### src/rtl/systolic_skew_feeder_pkg.sv
// Shared constants and types for the systolic skew feeder and the array it drives.
package systolic_pkg;

  localparam int N_DEF     = 3;
  localparam int W_DEF     = 5;
  localparam int DRAIN_DEF = 4;

  // Width of one array lane (one matrix element).
  localparam int LANE_W = W_DEF;

  typedef enum logic [1:0] {
    ST_IDLE  = 2'd0,
    ST_FEED  = 2'd1,
    ST_DRAIN = 2'd2
  } state_t;

endpackage

### src/rtl/systolic_skew_feeder.sv
// Captures an A/B matrix pair and streams them into an N x N systolic array
// with the diagonal skew the array needs: row i of A is delayed by i beats,
// column j of B is delayed by j beats. After the 2N-1 feed beats the block
// stays busy for DRAIN cycles while the array finishes, then pulses done.
//
// Handshake: a transfer happens on a rising edge where in_valid and in_ready
// are both 1. in_ready is high only in IDLE and depends on state alone, so
// there is no combinational path from in_valid to in_ready.
module systolic_skew_feeder
  import systolic_pkg::*;
#(
  parameter int N     = N_DEF,
  parameter int W     = W_DEF,
  parameter int DRAIN = DRAIN_DEF
) (
  input  logic             clk,
  input  logic             rst,
  input  logic             in_valid,
  output logic             in_ready,
  input  logic [N*N*W-1:0] a_flat,
  input  logic [N*N*W-1:0] b_flat,
  output logic [N*W-1:0]   a_row,
  output logic [N*W-1:0]   b_col,
  output logic             feed_valid,
  output logic             acc_clr,
  output logic             done,
  output logic [1:0]       state_dbg
);

  localparam int TW = (2*N-1 > 1) ? $clog2(2*N-1) : 1;
  localparam int DW = (DRAIN > 1) ? $clog2(DRAIN) : 1;
  localparam logic [TW-1:0] T_LAST = TW'(2*N-2);
  localparam logic [DW-1:0] D_LAST = DW'((DRAIN > 0) ? DRAIN-1 : 0);

  state_t             state;
  state_t             state_nxt;
  logic [TW-1:0]      t;
  logic [DW-1:0]      dcnt;
  logic [N*N*W-1:0]   a_reg;
  logic [N*N*W-1:0]   b_reg;
  logic               take;
  logic               feeding;

  assign take    = (state == ST_IDLE) && in_valid;
  assign feeding = (state == ST_FEED);

  // State register.
  always_ff @(posedge clk) begin
    if (rst) state <= ST_IDLE;
    else     state <= state_nxt;
  end

  // Next-state logic: IDLE -> FEED on transfer, FEED -> DRAIN/IDLE after the
  // last beat, DRAIN -> IDLE after the last drain cycle.
  always_comb begin
    state_nxt = state;
    case (state)
      ST_IDLE:  if (in_valid) state_nxt = ST_FEED;
      ST_FEED:  if (t == T_LAST) state_nxt = (DRAIN > 0) ? ST_DRAIN : ST_IDLE;
      ST_DRAIN: if (dcnt == D_LAST) state_nxt = ST_IDLE;
      default:  state_nxt = ST_IDLE;
    endcase
  end

  // Beat/drain counters and matrix capture; matrices only load on a transfer.
  always_ff @(posedge clk) begin
    if (rst) begin
      t     <= '0;
      dcnt  <= '0;
      a_reg <= '0;
      b_reg <= '0;
    end else if (take) begin
      a_reg <= a_flat;
      b_reg <= b_flat;
      t     <= '0;
      dcnt  <= '0;
    end else if (feeding) begin
      t    <= (t == T_LAST) ? '0 : t + 1'b1;
      dcnt <= '0;
    end else if (state == ST_DRAIN) begin
      dcnt <= (dcnt == D_LAST) ? '0 : dcnt + 1'b1;
    end
  end

  assign in_ready   = (state == ST_IDLE);
  assign feed_valid = feeding;
  assign acc_clr    = feeding && (t == '0);
  assign state_dbg  = state;

  generate
    if (DRAIN > 0) begin : g_done_drain
      assign done = (state == ST_DRAIN) && (dcnt == D_LAST);
    end else begin : g_done_feed
      assign done = feeding && (t == T_LAST);
    end
  endgenerate

  // Skew: lane i of A shows A[i][t-i]; the extra top bit makes t<i wrap to a
  // value >= N so a single range compare rejects it.
  generate
    for (genvar i = 0; i < N; i++) begin : g_lane
      logic [TW:0] a_c;
      logic [TW:0] a_cs;
      logic        a_hit;
      logic [TW:0] b_r;
      logic [TW:0] b_rs;
      logic        b_hit;

      assign a_c   = {1'b0, t} - (TW+1)'(i);
      assign a_hit = feeding && (a_c < (TW+1)'(N));
      assign a_cs  = a_hit ? a_c : '0;
      assign a_row[i*W +: W] = a_hit ? a_reg[(i*N + int'(a_cs))*W +: W] : '0;

      assign b_r   = {1'b0, t} - (TW+1)'(i);
      assign b_hit = feeding && (b_r < (TW+1)'(N));
      assign b_rs  = b_hit ? b_r : '0;
      assign b_col[i*W +: W] = b_hit ? b_reg[(int'(b_rs)*N + i)*W +: W] : '0;
    end
  endgenerate

endmodule

### config.mk
export PLATFORM = sky130hd
export DESIGN_NAME = systolic_skew_feeder
export DESIGN_NICKNAME = d
export VERILOG_FILES = /design/src/rtl/systolic_skew_feeder_pkg.sv /design/src/rtl/systolic_skew_feeder.sv
export SDC_FILE = /design/constraint.sdc
export NUM_CORES = 1
export LEC_CHECK = 0
export CORE_ASPECT_RATIO = 0.8
export CORE_MARGIN = 10
export CORE_UTILIZATION = 24
export CTS_BUF_LIST = sky130_fd_sc_hd__clkbuf_16
export CTS_CLUSTER_SIZE = 8
export DETAILED_ROUTE_END_ITERATION = 12
export GPL_TIMING_DRIVEN = 0
export SLEW_MARGIN = 20
export SYNTH_ARGS = -nofsm -noshare
export SYNTH_HDL_FRONTEND = slang
export SYNTH_SLANG_ARGS = --single-unit
### constraint.sdc
create_clock -name clk -period 6.2 [get_ports clk]
set_input_delay 1.24 -clock clk [delete_from_list [all_inputs] [get_ports clk]]
set_output_delay 1.24 -clock clk [all_outputs]
set_load 0.005 [all_outputs]
==> results by group <==
Global route
  – Global-route wire length before repair: 24800 um
  – Pin count of the biggest net entering global routing: 20
  – GRT Total Usage: 0.131
  – Initial antenna violation count: 0
  – Vias in the first global route: 4342
  – GRT Residual Overflow: 0

Layout
  – Nets@finish: 782
  – Share of cells above drive strength 1: 0.101
  – Area delta synth->final: 42.8%
  – N_diodes: 0

Floorplan
  – I/O pin cnt: 129
  – Core ar.: 18200 um2
  – Die Ht: 142 um
  – Die ar.: 24600 um2
  – Starting Density: 0.246
  – Die Wd: 173 um
  – Row count: 44

Worst hold path
  – Hold Path Depth: 2
  – Worst Hold Path EP: a_reg[24]$_SDFFE_PP0P_
  – Hold Path Class: reg -> reg
  – Hold Crit Start: a_reg[24]$_SDFFE_PP0P_

Setup path
  – Number of cells on the worst reg-to-reg path: 8
  – CP dominant cell by count: buf_6
  – Critical Path End Type: primary output
  – Critical path type: reg -> out
  – Crit-path slowest cell: clkdlybuf4s50_1
  – FF-to-FF Start: t[0]$_SDFFE_PP0P_
  – Reg-to-reg endpoint: t[1]$_SDFFE_PP0P_
  – Slowest Stage Delay on Critical Path: 0.54 ns
  – Critical Path Start Type: register
  – WP data arrival: 3.51 ns
  – WP data required: 4.96 ns
  – CP max FO: 10
  – Cell Chain, Critical Path: buf_6 -> buf_6 -> buf_4 -> inv_1 -> ha_1 -> buf_2 -> nor2b_1 -> a22oi_1 -> nor2_1 -> clkdlybuf4s50_1
  – Reg-to-reg slack, setup: 4.01 ns

Power
  – Static leakage: 2.28 nW
  – Peak supply drop: 0.113 mV
  – Pwr dens: 235 nW/um2
  – Tot Pwr: 0.00150 W

Detailed routing
  – Via count: 4159
  – Routed wire per std cell: 16.9 um
  – Pre-Repair DR Iteration Count: 7
  – Via density: 4.43
  – DRT antenna net count: 0
  – Routed wire length: 15900 um
  – DR iter-0 viols: 336
  – Post-route DRC violation count: 0

Placed design
  – HPWL after DPL: 12400 um
  – IO buf count: 128
  – Placer congestion estimate: 0.753

Yosys
  – Synth warn: 0
  – Area leader, netlist: dfxtp_1
  – Number of synthesized register bits: 97
  – Primary FF master, synth: dfxtp_1
  – Syn Std Cell Area: 4480 um2
  – Compound-Gate Fraction of Synth Area: 0.149
  – XOR/XNOR Fraction of Synth Area: 0.00196
  – Ys async rst share: 0
  – Commonest cells in the netlist: nand2_1 (185), dfxtp_1 (97), a21oi_1 (95), buf_2 (16), nor2_1 (15)
  – Synth cell types: 34
  – Top cell type's share of synthesized area: 0.434
  – Area share of and/or/nand/nor cells after synthesis: 0.230
  – Most frequent cell after synthesis: nand2_1
  – EDFF count, synth: 0
  – Mean Syn Cell Area: 8.26 um2
  – Mux cell area share after synthesis: 0.100
  – Synth Net Count: 643
  – Cells after Synth: 542
  – Register area share after synthesis: 0.434
  – Synth Area in Adders: 0.0223
  – Main combinational cell family by area after synthesis: simple AND/OR/NAND/NOR gates
  – Top post-synthesis cells by area: dfxtp_1 (43%), nand2_1 (16%), a21oi_1 (11%)

Timing
  – Layout Skew: 0.00977 ns
  – Setup TNS: 0 ns
  – Final Hold Vio Count: 0
  – Slew Viols, Final: 0
  – Minimum clock period: 4.75 ns
  – Number of setup violations in the final report: 0
  – FMAX: 0.210 GHz
  – Unrepaired setup endpoints after global routing: no
  – Relative slew slack: 0.350
  – Slew @ Worst Pin: 0.973 ns
  – Fin crit share: 0.766

Clock network
  – CTS buffer count: 9
  – CTS tree: done
  – Clock-pin slew on the worst setup and hold paths: 0.07 ns
  – Post-CTS Setup Inserts: 0
  – Sink Count: 97
  – Root buffer cell: clkbuf_16
  – Post-cts resize count: 0
  – Clk Latency, worst-skew pair: 0.36 ns
  – H-Tree Depth: 3
  – CTS Hold Bufs: 0
  – Max Root-Sink Buffers: 2

Run status
  – Status: complete, no violations

Flow run
  – Max Cap Viol: 0
[through the flow]
stage	std cells	cell area [um2]	worst slack, ns	util	hold slack (ns)
global route	939	6400	1.20	0.351	0.475
global placement	923	6080	1.82	0.333	0.439
finish	939	6400	1.45	0.351	0.454
CTS	939	6400	1.40	0.351	0.457
detailed placement	923	6080	1.81	0.333	0.445
floorplan	542	4480	3.01	-	0.433
[report_power, final]
part,total (W),switching [W],internal [W]
registers,0.000679,0.0000217,0.000657
logic,0.000222,0.000105,0.000117
clock network,0.000600,0.000275,0.000325
total,0.00150,0.000401,0.00110
[cells by family after synthesis]
family / after synthesis
and+or+nand+nor: 241
AOI/OAI and AO/OA: 119
DFF: 97
buffers and inverters: 45
muxes: 31
adders and majority gates: 8
xor gates and xnor gates: 1
[final cells by class]
type / instances / area, um2
Buffer: 41 / 268
Clock buffer: 9 / 225
Clock inverter: 7 / 93.8
Fill cell: 1938 / 11800
Inverter: 4 / 15.0
Multi-Input combinational cell: 400 / 2250
Sequential cell: 97 / 1940
Tap cell: 253 / 317
Timing Repair Buffer: 128 / 1280
[layer usage]
metal,track usage,wire [um],vias up
li1,-,-,2099
met5,0,0,-
met1,0.167,7620,1952
met2,0.209,7150,92
met4,0.0335,189,0
met3,0.0432,920,16
[worst max-delay path: cells and delay by family (launching register included)]
| family | cells | cell delay (ns) |
|---|---|---|
| flip-flops | 1 | 0.40 |
| adder cells (fa/ha/maj) | 1 | 0.43 |
| AND/OR/NAND/NOR | 2 | 0.59 |
| AO/OA/AOI/OAI | 1 | 0.16 |
| buffers and inverters | 6 | 1.57 |
[worst max path at each step]
stage,startpoint,cells after the start,to
6_report,t[0]$_SDFFE_PP0P_,10,b_col[6]
5_1_grt,t[0]$_SDFFE_PP0P_,10,b_col[5]
4_1_cts,t[0]$_SDFFE_PP0P_,10,b_col[6]
3_5_place_dp,t[0]$_SDFFE_PP0P_,10,b_col[6]
3_3_place_gp,t[0]$_SDFFE_PP0P_,10,b_col[6]
2_1_floorplan,t[0]$_SDFFE_PP0P_,9,b_col[5]
[placed cells by master (no fill, tap or decap), drive strengths merged, types with 4 or more instances in the layout]
cell type	instances
clkdlybuf4s50	128
a21oi	95
inv	8
ha	8
buf	30
o2bb2ai	10
mux2i	11
clkbuf	20
mux2	10
and2	12
nor2	15
mux4	10
nand2	185
dfxtp	97
nand3	4
a22oi	10
nor2b	11
No activity file was read; power rests on OpenSTA's default activity.
